<file path="config.mk">
export PLATFORM = sky130hd
export DESIGN_NAME = lsram_port_arbiter_flat
export DESIGN_NICKNAME = d
export VERILOG_FILES = /design/src/rtl/lsram_arb_pkg.sv /design/src/rtl/lsram_port_arbiter_if.sv /design/src/rtl/lsram_arb_rdpipe.sv /design/src/rtl/lsram_port_arbiter.sv /design/src/flat_wrapper.sv
export SDC_FILE = /design/constraint.sdc
export NUM_CORES = 1
export LEC_CHECK = 0
export ABC_AREA = 1
export CORE_UTILIZATION = 33
export CTS_CLUSTER_DIAMETER = 40
export DETAILED_ROUTE_END_ITERATION = 10
export PLACE_DENSITY_LB_ADDON = 0.2
export SLEW_MARGIN = 20
export SYNTH_ARGS = -nofsm -noshare
export SYNTH_HDL_FRONTEND = slang
export SYNTH_SLANG_ARGS = --single-unit
</file>
<file path="constraint.sdc">
create_clock -name HCLK -period 2.83 [get_ports HCLK]
set_clock_uncertainty 0.1 [all_clocks]
set_input_delay 0.7075 -clock HCLK [delete_from_list [all_inputs] [get_ports HCLK]]
set_output_delay 0.7075 -clock HCLK [all_outputs]
set_load 0.01 [all_outputs]
</file>
<file path="src/rtl/lsram_arb_pkg.sv">
// ---------------------------------------------------------------------------
// lsram_arb_pkg
// Shared types and default widths for the LSRAM two-port arbiter.
//   owner_e   : arbiter state / winner of a cycle (idle, port A, port B)
//   rd_tag_t  : per-read tag carried alongside the RAM read latency
// ---------------------------------------------------------------------------
package lsram_arb_pkg;

  localparam int DEF_ADDR_W   = 11;
  localparam int DEF_DATA_W   = 40;
  localparam int DEF_RD_LAT   = 1;
  localparam int DEF_MAX_HOLD = 4;

  typedef enum logic [1:0] {
    OWN_IDLE = 2'd0,
    OWN_A    = 2'd1,
    OWN_B    = 2'd2
  } owner_e;

  typedef struct packed {
    logic vld;
    logic own_b;
  } rd_tag_t;

endpackage

</file>
<file path="src/rtl/lsram_port_arbiter_if.sv">
// ---------------------------------------------------------------------------
// lsram_port_arbiter_if
// One requester command/response port of the LSRAM arbiter.
//   req/we/addr/wdata : command from requester (held stable until gnt)
//   gnt               : command accepted this cycle
//   rvalid/rdata      : read data returned to the issuing port
// Modports: master = requester side, slave = arbiter side.
// ---------------------------------------------------------------------------
interface lsram_port_arbiter_if
  import lsram_arb_pkg::*;
#(
  parameter int ADDR_W = DEF_ADDR_W,
  parameter int DATA_W = DEF_DATA_W
) ();

  logic              req;
  logic              we;
  logic [ADDR_W-1:0] addr;
  logic [DATA_W-1:0] wdata;
  logic              gnt;
  logic              rvalid;
  logic [DATA_W-1:0] rdata;

  modport master (
    output req, we, addr, wdata,
    input  gnt, rvalid, rdata
  );

  modport slave (
    input  req, we, addr, wdata,
    output gnt, rvalid, rdata
  );

endinterface

</file>
<file path="src/rtl/lsram_arb_rdpipe.sv">
// ---------------------------------------------------------------------------
// lsram_arb_rdpipe
// RD_LAT-deep shift register of read tags that tracks which port issued each
// accepted read, so the RAM read data can be steered back to it.
//   HCLK, HRESETN        : clock, async active-low clear (drops in-flight tags)
//   i_tag                : {vld, own_b} of this cycle's accepted read
//   a_rvalid, b_rvalid   : one-cycle strobes when the RAM data belongs to A / B
// ---------------------------------------------------------------------------
module lsram_arb_rdpipe
  import lsram_arb_pkg::*;
#(
  parameter int RD_LAT = DEF_RD_LAT
) (
  input  logic    HCLK,
  input  logic    HRESETN,
  input  rd_tag_t i_tag,
  output logic    a_rvalid,
  output logic    b_rvalid
);

  rd_tag_t r_pipe [RD_LAT];

  always_ff @(posedge HCLK or negedge HRESETN) begin
    if (!HRESETN) begin
      for (int i = 0; i < RD_LAT; i++) r_pipe[i] <= '0;
    end else begin
      r_pipe[0] <= i_tag;
      for (int i = 1; i < RD_LAT; i++) r_pipe[i] <= r_pipe[i-1];
    end
  end

  assign a_rvalid = r_pipe[RD_LAT-1].vld & ~r_pipe[RD_LAT-1].own_b;
  assign b_rvalid = r_pipe[RD_LAT-1].vld &  r_pipe[RD_LAT-1].own_b;

endmodule

</file>
<file path="src/rtl/lsram_port_arbiter.sv">
// ---------------------------------------------------------------------------
// lsram_port_arbiter
// Shares one registered-read LSRAM port between requester A (AHB side) and
// requester B (loader/scrubber). Round-robin with a bounded hold window;
// at most one command accepted per cycle, driven to the RAM the same cycle.
//   HCLK, HRESETN      : clock, async active-low reset
//   a_if, b_if         : requester ports (slave modport)
//   mem_blk_en/mem_wen : RAM read / write enable for the accepted command
//   mem_addr/mem_wdata : RAM address / write data (hold last value when idle)
//   mem_rdata          : RAM read data, returned RD_LAT cycles after the read
//
// state    | meaning
// OWN_IDLE | nothing accepted last cycle
// OWN_A    | port A won last cycle
// OWN_B    | port B won last cycle
// ---------------------------------------------------------------------------
module lsram_port_arbiter
  import lsram_arb_pkg::*;
#(
  parameter int ADDR_W   = DEF_ADDR_W,
  parameter int DATA_W   = DEF_DATA_W,
  parameter int RD_LAT   = DEF_RD_LAT,
  parameter int MAX_HOLD = DEF_MAX_HOLD
) (
  input  logic                HCLK,
  input  logic                HRESETN,
  lsram_port_arbiter_if.slave a_if,
  lsram_port_arbiter_if.slave b_if,
  output logic                mem_blk_en,
  output logic                mem_wen,
  output logic [ADDR_W-1:0]   mem_addr,
  output logic [DATA_W-1:0]   mem_wdata,
  input  logic [DATA_W-1:0]   mem_rdata
);

  localparam int              HOLD_W   = (MAX_HOLD > 1) ? $clog2(MAX_HOLD) : 1;
  localparam logic [HOLD_W-1:0] HOLD_LIM = HOLD_W'(MAX_HOLD - 1);

  owner_e              r_state;
  owner_e              w_next;
  logic [HOLD_W-1:0]   r_hold_cnt;
  logic                r_rr_b;
  logic [ADDR_W-1:0]   r_last_addr;
  logic [DATA_W-1:0]   r_last_wdata;
  logic                w_a_req;
  logic                w_b_req;
  logic                w_both;
  logic                w_hold_ok;
  rd_tag_t             w_rd_tag;
  logic                w_a_rvalid;
  logic                w_b_rvalid;

  // Requests are masked while reset is held so no grant or RAM strobe can
  // escape combinationally during reset.
  assign w_a_req   = a_if.req & HRESETN;
  assign w_b_req   = b_if.req & HRESETN;
  assign w_both    = w_a_req & w_b_req;
  assign w_hold_ok = (r_hold_cnt < HOLD_LIM);

  // State register, hold counter and round-robin pointer
  always_ff @(posedge HCLK or negedge HRESETN) begin
    if (!HRESETN) begin
      r_state    <= OWN_IDLE;
      r_hold_cnt <= '0;
      r_rr_b     <= 1'b0;
    end else begin
      r_state <= w_next;
      if ((w_next != OWN_IDLE) && (w_next == r_state)) begin
        if (r_hold_cnt != HOLD_LIM) r_hold_cnt <= r_hold_cnt + 1'b1;
      end else begin
        r_hold_cnt <= '0;
      end
      // Pointer goes to whoever lost a contested cycle.
      if (w_both) r_rr_b <= (w_next == OWN_A);
    end
  end

  // Next-state (winner of this cycle)
  always_comb begin
    w_next = OWN_IDLE;
    case (r_state)
      OWN_A: begin
        if (w_a_req && (!w_b_req || w_hold_ok)) w_next = OWN_A;
        else if (w_b_req)                       w_next = OWN_B;
      end
      OWN_B: begin
        if (w_b_req && (!w_a_req || w_hold_ok)) w_next = OWN_B;
        else if (w_a_req)                       w_next = OWN_A;
      end
      default: begin
        if (w_both)       w_next = r_rr_b ? OWN_B : OWN_A;
        else if (w_a_req) w_next = OWN_A;
        else if (w_b_req) w_next = OWN_B;
      end
    endcase
  end

  // Outputs: grants and RAM command mux
  always_comb begin
    a_if.gnt   = (w_next == OWN_A);
    b_if.gnt   = (w_next == OWN_B);
    mem_wen    = 1'b0;
    mem_blk_en = 1'b0;
    mem_addr   = r_last_addr;
    mem_wdata  = r_last_wdata;
    case (w_next)
      OWN_A: begin
        mem_wen    = a_if.we;
        mem_blk_en = ~a_if.we;
        mem_addr   = a_if.addr;
        mem_wdata  = a_if.wdata;
      end
      OWN_B: begin
        mem_wen    = b_if.we;
        mem_blk_en = ~b_if.we;
        mem_addr   = b_if.addr;
        mem_wdata  = b_if.wdata;
      end
      default: ;
    endcase
  end

  // Last accepted address/data, presented to the RAM while idle
  always_ff @(posedge HCLK or negedge HRESETN) begin
    if (!HRESETN) begin
      r_last_addr  <= '0;
      r_last_wdata <= '0;
    end else if (w_next != OWN_IDLE) begin
      r_last_addr  <= mem_addr;
      r_last_wdata <= mem_wdata;
    end
  end

  assign w_rd_tag.vld   = mem_blk_en;
  assign w_rd_tag.own_b = (w_next == OWN_B);

  lsram_arb_rdpipe #(
    .RD_LAT (RD_LAT)
  ) u_rdpipe (
    .HCLK     (HCLK),
    .HRESETN  (HRESETN),
    .i_tag    (w_rd_tag),
    .a_rvalid (w_a_rvalid),
    .b_rvalid (w_b_rvalid)
  );

  assign a_if.rvalid = w_a_rvalid;
  assign b_if.rvalid = w_b_rvalid;
  assign a_if.rdata  = w_a_rvalid ? mem_rdata : '0;
  assign b_if.rdata  = w_b_rvalid ? mem_rdata : '0;

endmodule

</file>
<file path="src/flat_wrapper.sv">
// flat-port wrapper written by rule: the top's interface ports become plain ports
module lsram_port_arbiter_flat import lsram_arb_pkg::*;
#(
  parameter int ADDR_W   = DEF_ADDR_W,
  parameter int DATA_W   = DEF_DATA_W,
  parameter int RD_LAT   = DEF_RD_LAT,
  parameter int MAX_HOLD = DEF_MAX_HOLD
)
  (HCLK, HRESETN, mem_blk_en, mem_wen, mem_addr, mem_wdata, mem_rdata, a_if_req, a_if_we, a_if_addr, a_if_wdata, a_if_gnt, a_if_rvalid, a_if_rdata, b_if_req, b_if_we, b_if_addr, b_if_wdata, b_if_gnt, b_if_rvalid, b_if_rdata);
  lsram_port_arbiter_if #(.ADDR_W(ADDR_W), .DATA_W(DATA_W)) a_if_i ();
  lsram_port_arbiter_if #(.ADDR_W(ADDR_W), .DATA_W(DATA_W)) b_if_i ();
  input  logic HCLK;
  input  logic HRESETN;
  output logic mem_blk_en;
  output logic mem_wen;
  output logic [ADDR_W-1:0] mem_addr;
  output logic [DATA_W-1:0] mem_wdata;
  input  logic [DATA_W-1:0] mem_rdata;
  input wire logic [$bits(a_if_i.req)-1:0] a_if_req;
  input wire logic [$bits(a_if_i.we)-1:0] a_if_we;
  input wire logic [$bits(a_if_i.addr)-1:0] a_if_addr;
  input wire logic [$bits(a_if_i.wdata)-1:0] a_if_wdata;
  output wire logic [$bits(a_if_i.gnt)-1:0] a_if_gnt;
  output wire logic [$bits(a_if_i.rvalid)-1:0] a_if_rvalid;
  output wire logic [$bits(a_if_i.rdata)-1:0] a_if_rdata;
  input wire logic [$bits(b_if_i.req)-1:0] b_if_req;
  input wire logic [$bits(b_if_i.we)-1:0] b_if_we;
  input wire logic [$bits(b_if_i.addr)-1:0] b_if_addr;
  input wire logic [$bits(b_if_i.wdata)-1:0] b_if_wdata;
  output wire logic [$bits(b_if_i.gnt)-1:0] b_if_gnt;
  output wire logic [$bits(b_if_i.rvalid)-1:0] b_if_rvalid;
  output wire logic [$bits(b_if_i.rdata)-1:0] b_if_rdata;
  assign a_if_i.req = a_if_req;
  assign a_if_i.we = a_if_we;
  assign a_if_i.addr = a_if_addr;
  assign a_if_i.wdata = a_if_wdata;
  assign a_if_gnt = a_if_i.gnt;
  assign a_if_rvalid = a_if_i.rvalid;
  assign a_if_rdata = a_if_i.rdata;
  assign b_if_i.req = b_if_req;
  assign b_if_i.we = b_if_we;
  assign b_if_i.addr = b_if_addr;
  assign b_if_i.wdata = b_if_wdata;
  assign b_if_gnt = b_if_i.gnt;
  assign b_if_rvalid = b_if_i.rvalid;
  assign b_if_rdata = b_if_i.rdata;
  lsram_port_arbiter #(.ADDR_W(ADDR_W), .DATA_W(DATA_W), .RD_LAT(RD_LAT), .MAX_HOLD(MAX_HOLD)) u_core (.HCLK(HCLK), .HRESETN(HRESETN), .a_if(a_if_i), .b_if(b_if_i), .mem_blk_en(mem_blk_en), .mem_wen(mem_wen), .mem_addr(mem_addr), .mem_wdata(mem_wdata), .mem_rdata(mem_rdata));
endmodule
</file>
# Yosys cells after proc, flatten, opt, wreduce, memory -nomap -nowiden
# Index checks and enable logic that the tools add are counted.
# Widths: inputs -> output; s select.
# totals
in_bits,148
register_bits,58
word_cells,48
# classes
bitwise_logic,8
reduce_logical,8
n_eq_ne,7
n_lt_le_gt_ge,1
n_mux,16
n_addsub,1
# op_table
op,n
$mux 40,2
$pmux 40 s2,1
$pmux 11 s2,1
$mux 2,8
$and 1x1->1,5
$eq 2x1->1 const B,2
$eq 2x2->1 const B,2
$ne 2x2->1 const B,2
$pmux 1 s2,2
$pmux 2 s2,1
$logic_and 1x1->1,3
$not 1->1,3
$add 2x1->2 const B,1
$eq 2x2->1,1
$logic_not 1->1,2
$logic_or 1x1->1,2
$lt 2x2->1 const B,1
$reduce_bool 2->1,1
$mux 1,1

# Logic depth before layout (Yosys ltp)
# Gate-level depths: netlist (run 1).
# depth
ltp_word,9
depth_mapped,16
depth_no_buf,13

# By module
# From an unflattened synthesis (run 1), not the netlist that was laid out.
# unflattened
hier_cells,630
area_unflattened_um2,4384.2
# modules_own_cells
mod,n_inst,area_per_inst_um2,seq_area_each_um2,cells_per_inst
lsram_port_arbiter,1,4316.6,1401.3,624
lsram_arb_rdpipe,1,67.6,50.0,6

# Least setup slack after synthesis (run 1)
# No wires, ideal clock.
# synth_timing
path_kind,input -> output
from,input port b_if_req
to,output port mem_addr[0]
setup_slack_ns,-0.084
cell_stages,11
arrival_ns,2.107
n_path_buf,3
cell_sequence,nand2_1 inv_2 nand3_1 nand3b_1 nand2_1 inv_1 ha_1 buf_4 buf_6 buf_6 a22oi_2
# synth_between
elab_chain_cells,8
# synth_lines
element,line_no,source
"start, declared",flat_wrapper.sv:26,input wire logic [$bits(b_if_i.req)-1:0] b_if_req;
$and 1x1->1 *,lsram_port_arbiter.sv:56,assign w_b_req = b_if.req & HRESETN;
$logic_not 1->1,lsram_port_arbiter.sv:83,if (w_a_req && (!w_b_req || w_hold_ok)) w_next = OWN_A;
$logic_or 1x1->1,lsram_port_arbiter.sv:83,
$logic_and 1x1->1,lsram_port_arbiter.sv:83,
$mux 2,lsram_port_arbiter.sv:83,
$pmux 2 s2 *,lsram_port_arbiter.sv:81,case (r_state)
via u_core.w_next[1],lsram_port_arbiter.sv:40,owner_e w_next;
$eq 2x2->1 / $eq 2x1->1 (equally long branches),lsram_port_arbiter.sv:106,case (w_next)
$pmux 11 s2 *,lsram_port_arbiter.sv:106,
"end, declared",flat_wrapper.sv:16,output logic [ADDR_W-1:0] mem_addr;
# The timed path passes the listed nets; every way through them passes the cells marked *.

# Worst setup path after layout (run 1)
# layout_timing
from,register u_core.r_state[1]
to,output port mem_wdata[27]
# layout_between
elab_chain_cells,4
# layout_lines
element,line_no,source
"start, declared",lsram_port_arbiter.sv:39,owner_e r_state;
"start signal, assigned",lsram_port_arbiter.sv:67,r_state <= w_next;
$eq 2x2->1 / $eq 2x1->1 (equally long branches),lsram_port_arbiter.sv:81,
$pmux 2 s2 *,lsram_port_arbiter.sv:81,
via u_core.w_next[1],lsram_port_arbiter.sv:40,
$eq 2x2->1 / $eq 2x1->1 (equally long branches),lsram_port_arbiter.sv:106,
$pmux 40 s2 *,lsram_port_arbiter.sv:106,
"end, declared",flat_wrapper.sv:17,output logic [DATA_W-1:0] mem_wdata;
# Marks and branches as above.

==> key figures, run 1 <==
Power
  – LEAKAGE: 3.80 nW
  – Sw Ratio: 42.5%
  – Clock power share: approximately 11%
  – Total chip power: 11.1 mW
  – Worst ir drop on vdd: about 850 µV
  – Comb power frac: 77.1%
  – Cell internal pwr: 6.41 mW
  – Sw power: roughly 4.7 mW
  – Seq pwr share: between 10% and 20%
  – PD cells: 1340 mW/mm²

Routing
  – DRT iter0 DRCs: 161
  – 1st-pass router iterations: 4
  – Drt drc: 0
  – ANT nets after route: 0
  – Routed wire length per instance: 15.2 µm
  – Routed Wire Length: ~17000 µm
  – Vias: 5214
  – Vias/cell: 4.71

STA
  – Worst hold slack: 0.340 ns
  – Final WS setup: -0.450 ns
  – Final hold violations: 0
  – Setup-failing EPs final: 54
  – Final Critical Period: 3.28 ns
  – Rel. slew slack: 60.1%
  – RSZ-0062 raised after global routing: true
  – Fin crit share: 116%
  – Peak Freq: 0.305 GHz
  – Slew @ Worst Pin: 0.598 ns
  – Slew Viols, Final: 0

Yosys
  – Yosys top cell by area: dfrtp_1
  – Synth cell types: 24
  – Post-synth ARST share: 100%
  – Dominant cells by area after synthesis: dfrtp_1 (34%), a22oi_2 (14%), nand2_1 (11%)
  – Sequential fraction of the synthesis area: between 30% and 40%
  – Top cell type's share of synthesized area: 34.2%
  – Post-synthesis cell area: 0.00424 mm²
  – Syn Area/Cell: 7.17 µm²
  – EDFF count, synth: 0
  – Synth Warn #: 0
  – Post-synthesis register bit count: a little under 60
  – Top_reg_cell synth: dfrtp_1
  – Syn Inst Count: 591
  – Synthesized Nets: 747

Job
  – Max_cap viols: 0

Floorplan
  – Starting density of the core: between 30% and 40%
  – Die Y: 115 µm
  – Boundary pin count: 285
  – # rows: 41
  – Die W: 115 µm
  – Core area: 0.0126 mm²
  – Die ar.: 0.0133 mm²

Worst setup path
  – Crit path max fanout: 7
  – Worst Path Class, Setup: register to output port
  – Crit path capture type: output port
  – Worst setup SP type: register
  – Worst Reg-to-Reg Cells: 15
  – CP required: approximately 2.0 ns
  – Crit path arrival time: 2.47 ns
  – Worst path max stage delay: 0.40 ns
  – Most frequent CP cell: ha_4
  – Slowest CP cell: dfrtp_1
  – Cells along the critical path: buf_6 -> ha_4 -> nand3b_1 -> nand2_2 -> inv_2 -> ha_4 -> buf_12 -> buf_16 -> a21oi_4 -> a22oi_2 -> buf_2

Clocking
  – Clock Pin Slew Worst Setup and Hold Paths: 0.05 ns
  – H-tree Lvls: 3
  – Clk buf depth: 2
  – CTS tree: done
  – CTS buffer count: 9
  – Latest clock arrival within the worst-skew pair: 0.32 ns
  – CTS sink count: 58
  – CTS Hold Bufs: 0
  – Root Buffer: clkbuf_16

Global routing
  – Grt met3 use: 6.33%
  – Largest net degree at the start of global routing: 48
  – GR peak layer: met2
  – Initial antenna violation count: 2
  – Vias in the first global route: 5076
  – GR Util met2: between 40% and 50%
  – Met1 usage: around 26%
  – Grt ovf: 0
  – GRT Util Overall: 24.7%
  – Wire length of the first global-routing pass: 25100 µm

Final layout
  – Final Core Density: 66.1%
  – Final cell count without fillers: 1107
  – Syn-to-layout area delta: 95.8%
  – # nets final: 1084
  – Fill cells: 1083
  – Layout cell share with drive strength beyond 1: 27.7%

Status
  – Violated checks: negative setup slack
  – Outcome: finished, violations left

Placed design
  – Place WS: -1.10 ns
  – Placed Cells: between 1000 and 1500
  – GPL Wtd Cong: between 0.7 and 0.8
  – Port Buffers: 284
  – HPWL Detailed: 11700 µm

Min path
  – HP Class: input pin to async pin
power groups by stage:
stage	logic [mW]	registers, mW	clock network, mW
2_1_floorplan	4.24	1.33	0
3_3_place_gp	7.71	1.35	0
3_5_place_dp	7.87	1.36	0
4_1_cts	8.31	1.35	1.22
5_1_grt	9.30	1.39	1.26
6_report	8.59	1.35	1.20
metrics by stage:
step	cell area (µm²)	setup TNS, ns
finish	8300	-20.73
global route	8300	-26.02
CTS	8120	-19.31
detailed placement	7610	-60.66
global placement	7610	-56.13
floorplan	4270	0
cells in the final DEF, fill, tap and decap left out, types with 2 or more instances in the layout:
cell type	count
clkinv_2	2
ha_4	5
clkbuf_16	13
a21oi_2	15
nand2_1	109
inv_1	97
bufinv_16	2
diode_2	2
clkdlybuf4s50_1	226
buf_6	7
nor2_2	2
nand2_2	15
nor2_1	84
inv_2	8
buf_2	52
o21ai_1	52
nand3_1	4
buf_4	58
clkbuf_8	2
a21oi_1	37
a22oi_2	51
buf_12	13
buf_16	7
ha_1	2
dfrtp_1	58
synthesized netlist by cell type, types with 2 or more instances:
cell type,n
a21oi_1,42
a21oi_2,11
a22oi_1,3
a22oi_2,48
buf_1,5
buf_2,14
buf_4,4
buf_6,7
clkbuf_1,13
dfrtp_1,58
ha_1,8
inv_1,103
inv_2,2
nand2_1,123
nand2_2,2
nand3_1,4
nor2_1,86
o21ai_0,2
o21ai_1,51
sequential cells by signal, summed over array words and instances, names as in the netlist:
name and count:
u_core.r_hold_cnt 2, u_core.r_last_addr 11, u_core.r_last_wdata 40, u_core.r_rr_b 1, u_core.r_state 2, u_core.u_rdpipe.r_pipe 2
kinds of logic (layout without fill, tap and decap cells):
logic type      count (synthesis)  count (layout)  share of synthesized area, %
simple gates                  216             216                          19.4
compound gates                158             158                          28.3
buf+inv                       149             491                          15.2
flops                          58              58                          34.2
fa+ha+maj                       8               8                          2.36
xor+xnor                        1               1                         0.207
mux                             1               1                         0.236
other cells                     0               2                             0
per-layer routing:
layer,vias up,share of wire (%)
met5,-,0
met4,0,2.3
met2,206,53
li1,2555,-
met1,2426,38
met3,27,7.2
layout make-up:
cell class	count	area [µm²]	area share, %
clock buffers	12	256	3.09
inverters	106	399	4.81
diodes	2	5.00	0.0603
repair buffers	369	3610	43.4
well taps	172	215	2.59
clock inverters	4	73.8	0.889
flip-flops and latches	58	1450	17.5
multi-input cells	384	2300	27.7
worst paths after layout:
kind	start	slack [ns]	endpoint
max	u_core.r_state[1]	-0.45	mem_wdata[27]
min	HRESETN	0.34	u_core.r_last_wdata[11]
max reg2reg	u_core.r_state[1]	0.25	u_core.r_last_wdata[27]
min reg2reg	u_core.r_last_wdata[28]	0.41	u_core.r_last_wdata[28]
max in group asynchronous	HRESETN	1.70	u_core.r_last_wdata[0]
min in group HCLK	u_core.r_last_wdata[28]	0.41	u_core.r_last_wdata[28]
repair_timing:
action / 4_1_cts / 5_1_grt
pin swaps: 11 / 13
cloned: 8 / 4
setup endpoints to repair: 57 / 86
resized for setup: 255 / 24
buffers inserted: 12 / 7
worst max-delay path: cells and delay by family, from the launching register on:
kind                       cells  cell delay (ns)
and+or+nand+nor                2             0.30
DFF                            1             0.40
AOI/OAI and AO/OA              2             0.19
buffers and inverters          5             0.65
adders and majority gates      2             0.60
Note: power is estimated with default switching activity, not from simulation.
==> inputs of run 2 (changes only) <==
CTS_CLUSTER_DIAMETER = 30   (was 40)
==> results of run 2 <==
No change in the layout: final DEF, timing and power equal those of run 1.
==> inputs of run 3 (changes only) <==
HOLD_SLACK_MARGIN = 0.08   (was not set)
SKIP_LAST_GASP = 1   (was not set)
==> key figures, run 3 (synthesized netlist as in run 1, its figures left out) <==
Status
  – Outcome: finished, violations left
  – Violated checks: negative setup slack

STA
  – Slew @ Worst Pin: 0.603 ns (+0.00487 ns)
  – RSZ-0062 raised after global routing: true
  – Rel. slew slack: 59.8% (-0.32 points)
  – Final hold violations: 0 (unchanged)
  – Fin crit share: 117% (+0.83 points)
  – Peak Freq: 0.303 GHz (-0.71%)
  – Final Critical Period: 3.30 ns (+0.0234 ns)
  – Final WS setup: -0.473 ns (-0.0234 ns)
  – Worst hold slack: 0.338 ns (-0.00166 ns)
  – Setup-failing EPs final: 54 (unchanged)
  – Slew Viols, Final: 0 (unchanged)

Power
  – PD cells: 1370 mW/mm² (+2.0%)
  – Worst ir drop on vdd: 761 µV (-10%)
  – LEAKAGE: 3.83 nW (+0.90%)
  – Total chip power: 11.5 mW (+3.1%)

Worst setup path
  – Crit path max fanout: 8 (+1)
  – Worst Path Class, Setup: register to output port
  – Worst path max stage delay: 0.40 ns (about the same)
  – Delay-heaviest family, CP: buffers and inverters
  – Worst setup SP type: register
  – CP required: 2.02 ns (about the same)
  – Crit path capture type: output port
  – Crit path arrival time: 2.50 ns (+0.03 ns)
  – Slowest CP cell: dfrtp_1
  – Crit path buffers/inverters: 5 (unchanged)
  – Cells along the critical path: buf_6 -> ha_4 -> nand3b_1 -> nand2_2 -> inv_2 -> ha_4 -> buf_6 -> clkbuf_16 -> a21oi_1 -> a22oi_2 -> buf_2

Clocking
  – Clk buf depth: 2 (unchanged)
  – CTS Hold Bufs: 0 (unchanged)
  – H-tree Lvls: 3 (unchanged)
  – CTS sink count: 58 (unchanged)
  – Clock Pin Slew Worst Setup and Hold Paths: 0.05 ns (about the same)
  – Latest clock arrival within the worst-skew pair: 0.32 ns (about the same)
  – CTS buffer count: 9 (unchanged)
  – CTS tree: done
  – Root Buffer: clkbuf_16

Floorplan
  – Die W: 115 µm (unchanged)
  – Boundary pin count: 285 (unchanged)
  – Die Y: 115 µm (unchanged)
  – # rows: 41 (unchanged)
  – Die ar.: 0.0133 mm² (unchanged)
  – Starting density of the core: 33.7% (unchanged)
  – Core area: 0.0126 mm² (unchanged)

Final layout
  – Largest regs: u_core.r_last_wdata x40, u_core.r_last_addr x11
  – Layout cell share with drive strength beyond 1: 27.4% (-0.28 points)
  – Syn-to-layout area delta: 98.0%
  – # nets final: 1090 (+0.55%)
  – Commonest non-fill, non-tap cells in the layout: clkdlybuf4s50_1 (226), nand2_1 (120), inv_1 (97), nor2_1 (84), buf_4 (63)
  – Biggest register: u_core.r_last_wdata
  – Fill cells: 1076 (-0.65%)
  – Commonest non-fill, non-tap cell in the layout: clkdlybuf4s50_1
  – Final Instance Area: 0.00840 mm² (+1.1%)
  – Max reg flops: 40 (unchanged)

Placed design
  – GPL Wtd Cong: 0.768 (unchanged)
  – Area post-placement: 0.00761 mm² (unchanged)
  – HPWL Detailed: 11700 µm (unchanged)
  – Port Buffers: 284 (unchanged)

Global routing
  – Largest net degree at the start of global routing: 48 (unchanged)
  – Grt ovf: 0 (unchanged)
  – Vias in the first global route: 5099 (+0.45%)
  – GRT Util Overall: 24.7% (+0.045 points)
  – Initial antenna violation count: 2 (unchanged)
  – Wire length of the first global-routing pass: 25200 µm (+0.19%)

Routing
  – Vias/cell: 4.70 (-0.25%)
  – ANT nets after route: 0 (unchanged)
  – Drt drc: 0 (unchanged)
  – DRT iter0 DRCs: 179 (+11%)
  – Vias: 5229 (+0.29%)
  – Routed wire length per instance: 15.1 µm (-0.67%)
  – 1st-pass router iterations: 4 (unchanged)
  – Routed Wire Length: 16800 µm (-0.13%)

Min path
  – HP Class: input pin to async pin

Job
  – Max_cap viols: 0 (unchanged)
run 3: final timing paths:
kind	start	end	slack (ns)	cells past startpoint
max reg2reg	u_core.r_state[1]	u_core.r_last_wdata[31]	0.30	14
min	HRESETN	u_core.r_last_wdata[11]	0.34	2
max in group asynchronous	HRESETN	u_core.r_last_wdata[39]	1.70	2
min reg2reg	u_core.r_last_addr[10]	u_core.r_last_addr[10]	0.41	2
max	u_core.r_state[1]	mem_wdata[30]	-0.47	11
min in group HCLK	u_core.r_last_addr[10]	u_core.r_last_addr[10]	0.41	2
run 3: cell type report:
class,instances,area (µm²),area share (%)
Clock buffer,12,256,3.05
Inverter,106,399,4.75
Clock inverter,4,73.8,0.879
Antenna cell,2,5.00,0.0596
Sequential cell,58,1450,17.3
Timing Repair Buffer,375,3680,43.8
Multi-Input combinational cell,384,2320,27.6
Tap cell,172,215,2.56
run 3: power breakdown:
group | internal (mW) | switching (mW) | total, mW
registers | 1.24 | 0.108 | 1.35
clock network | 0.818 | 0.377 | 1.19
logic | 4.61 | 4.34 | 8.95
run 3: stage by stage:
stage	setup WS [ns]	cells	TNS (ns)	utilization [%]
6_report	-0.473	1113	-20.96	66.8
5_1_grt	-0.567	1113	-25.70	66.8
4_1_cts	-0.468	1096	-21.00	65.4
3_5_place_dp	-1.10	1060	-60.66	60.6
3_3_place_gp	-1.03	1060	-56.13	60.6
2_1_floorplan	0.00358	591	0	-
run 3: per-layer routing:
metal / wire, µm / track usage (%) / share of wire (%) / vias up
li1: - / - / - / 2570
met1: 6330 / 25.7 / 38 / 2443
met2: 8890 / 46.1 / 53 / 189
met3: 1160 / 6.43 / 6.9 / 27
met4: 406 / 11.3 / 2.4 / 0
met5: 0 / 0 / 0 / -
run 3: repair_timing:
item | in CTS | in global routing
endpoints found under the setup margin | 57 | 86
buffers inserted | 12 | 12
pin swaps | 10 | 10
gates resized for setup | 235 | 37
hold endpoints to repair | 0 | 0
gates cloned | 8 | 4
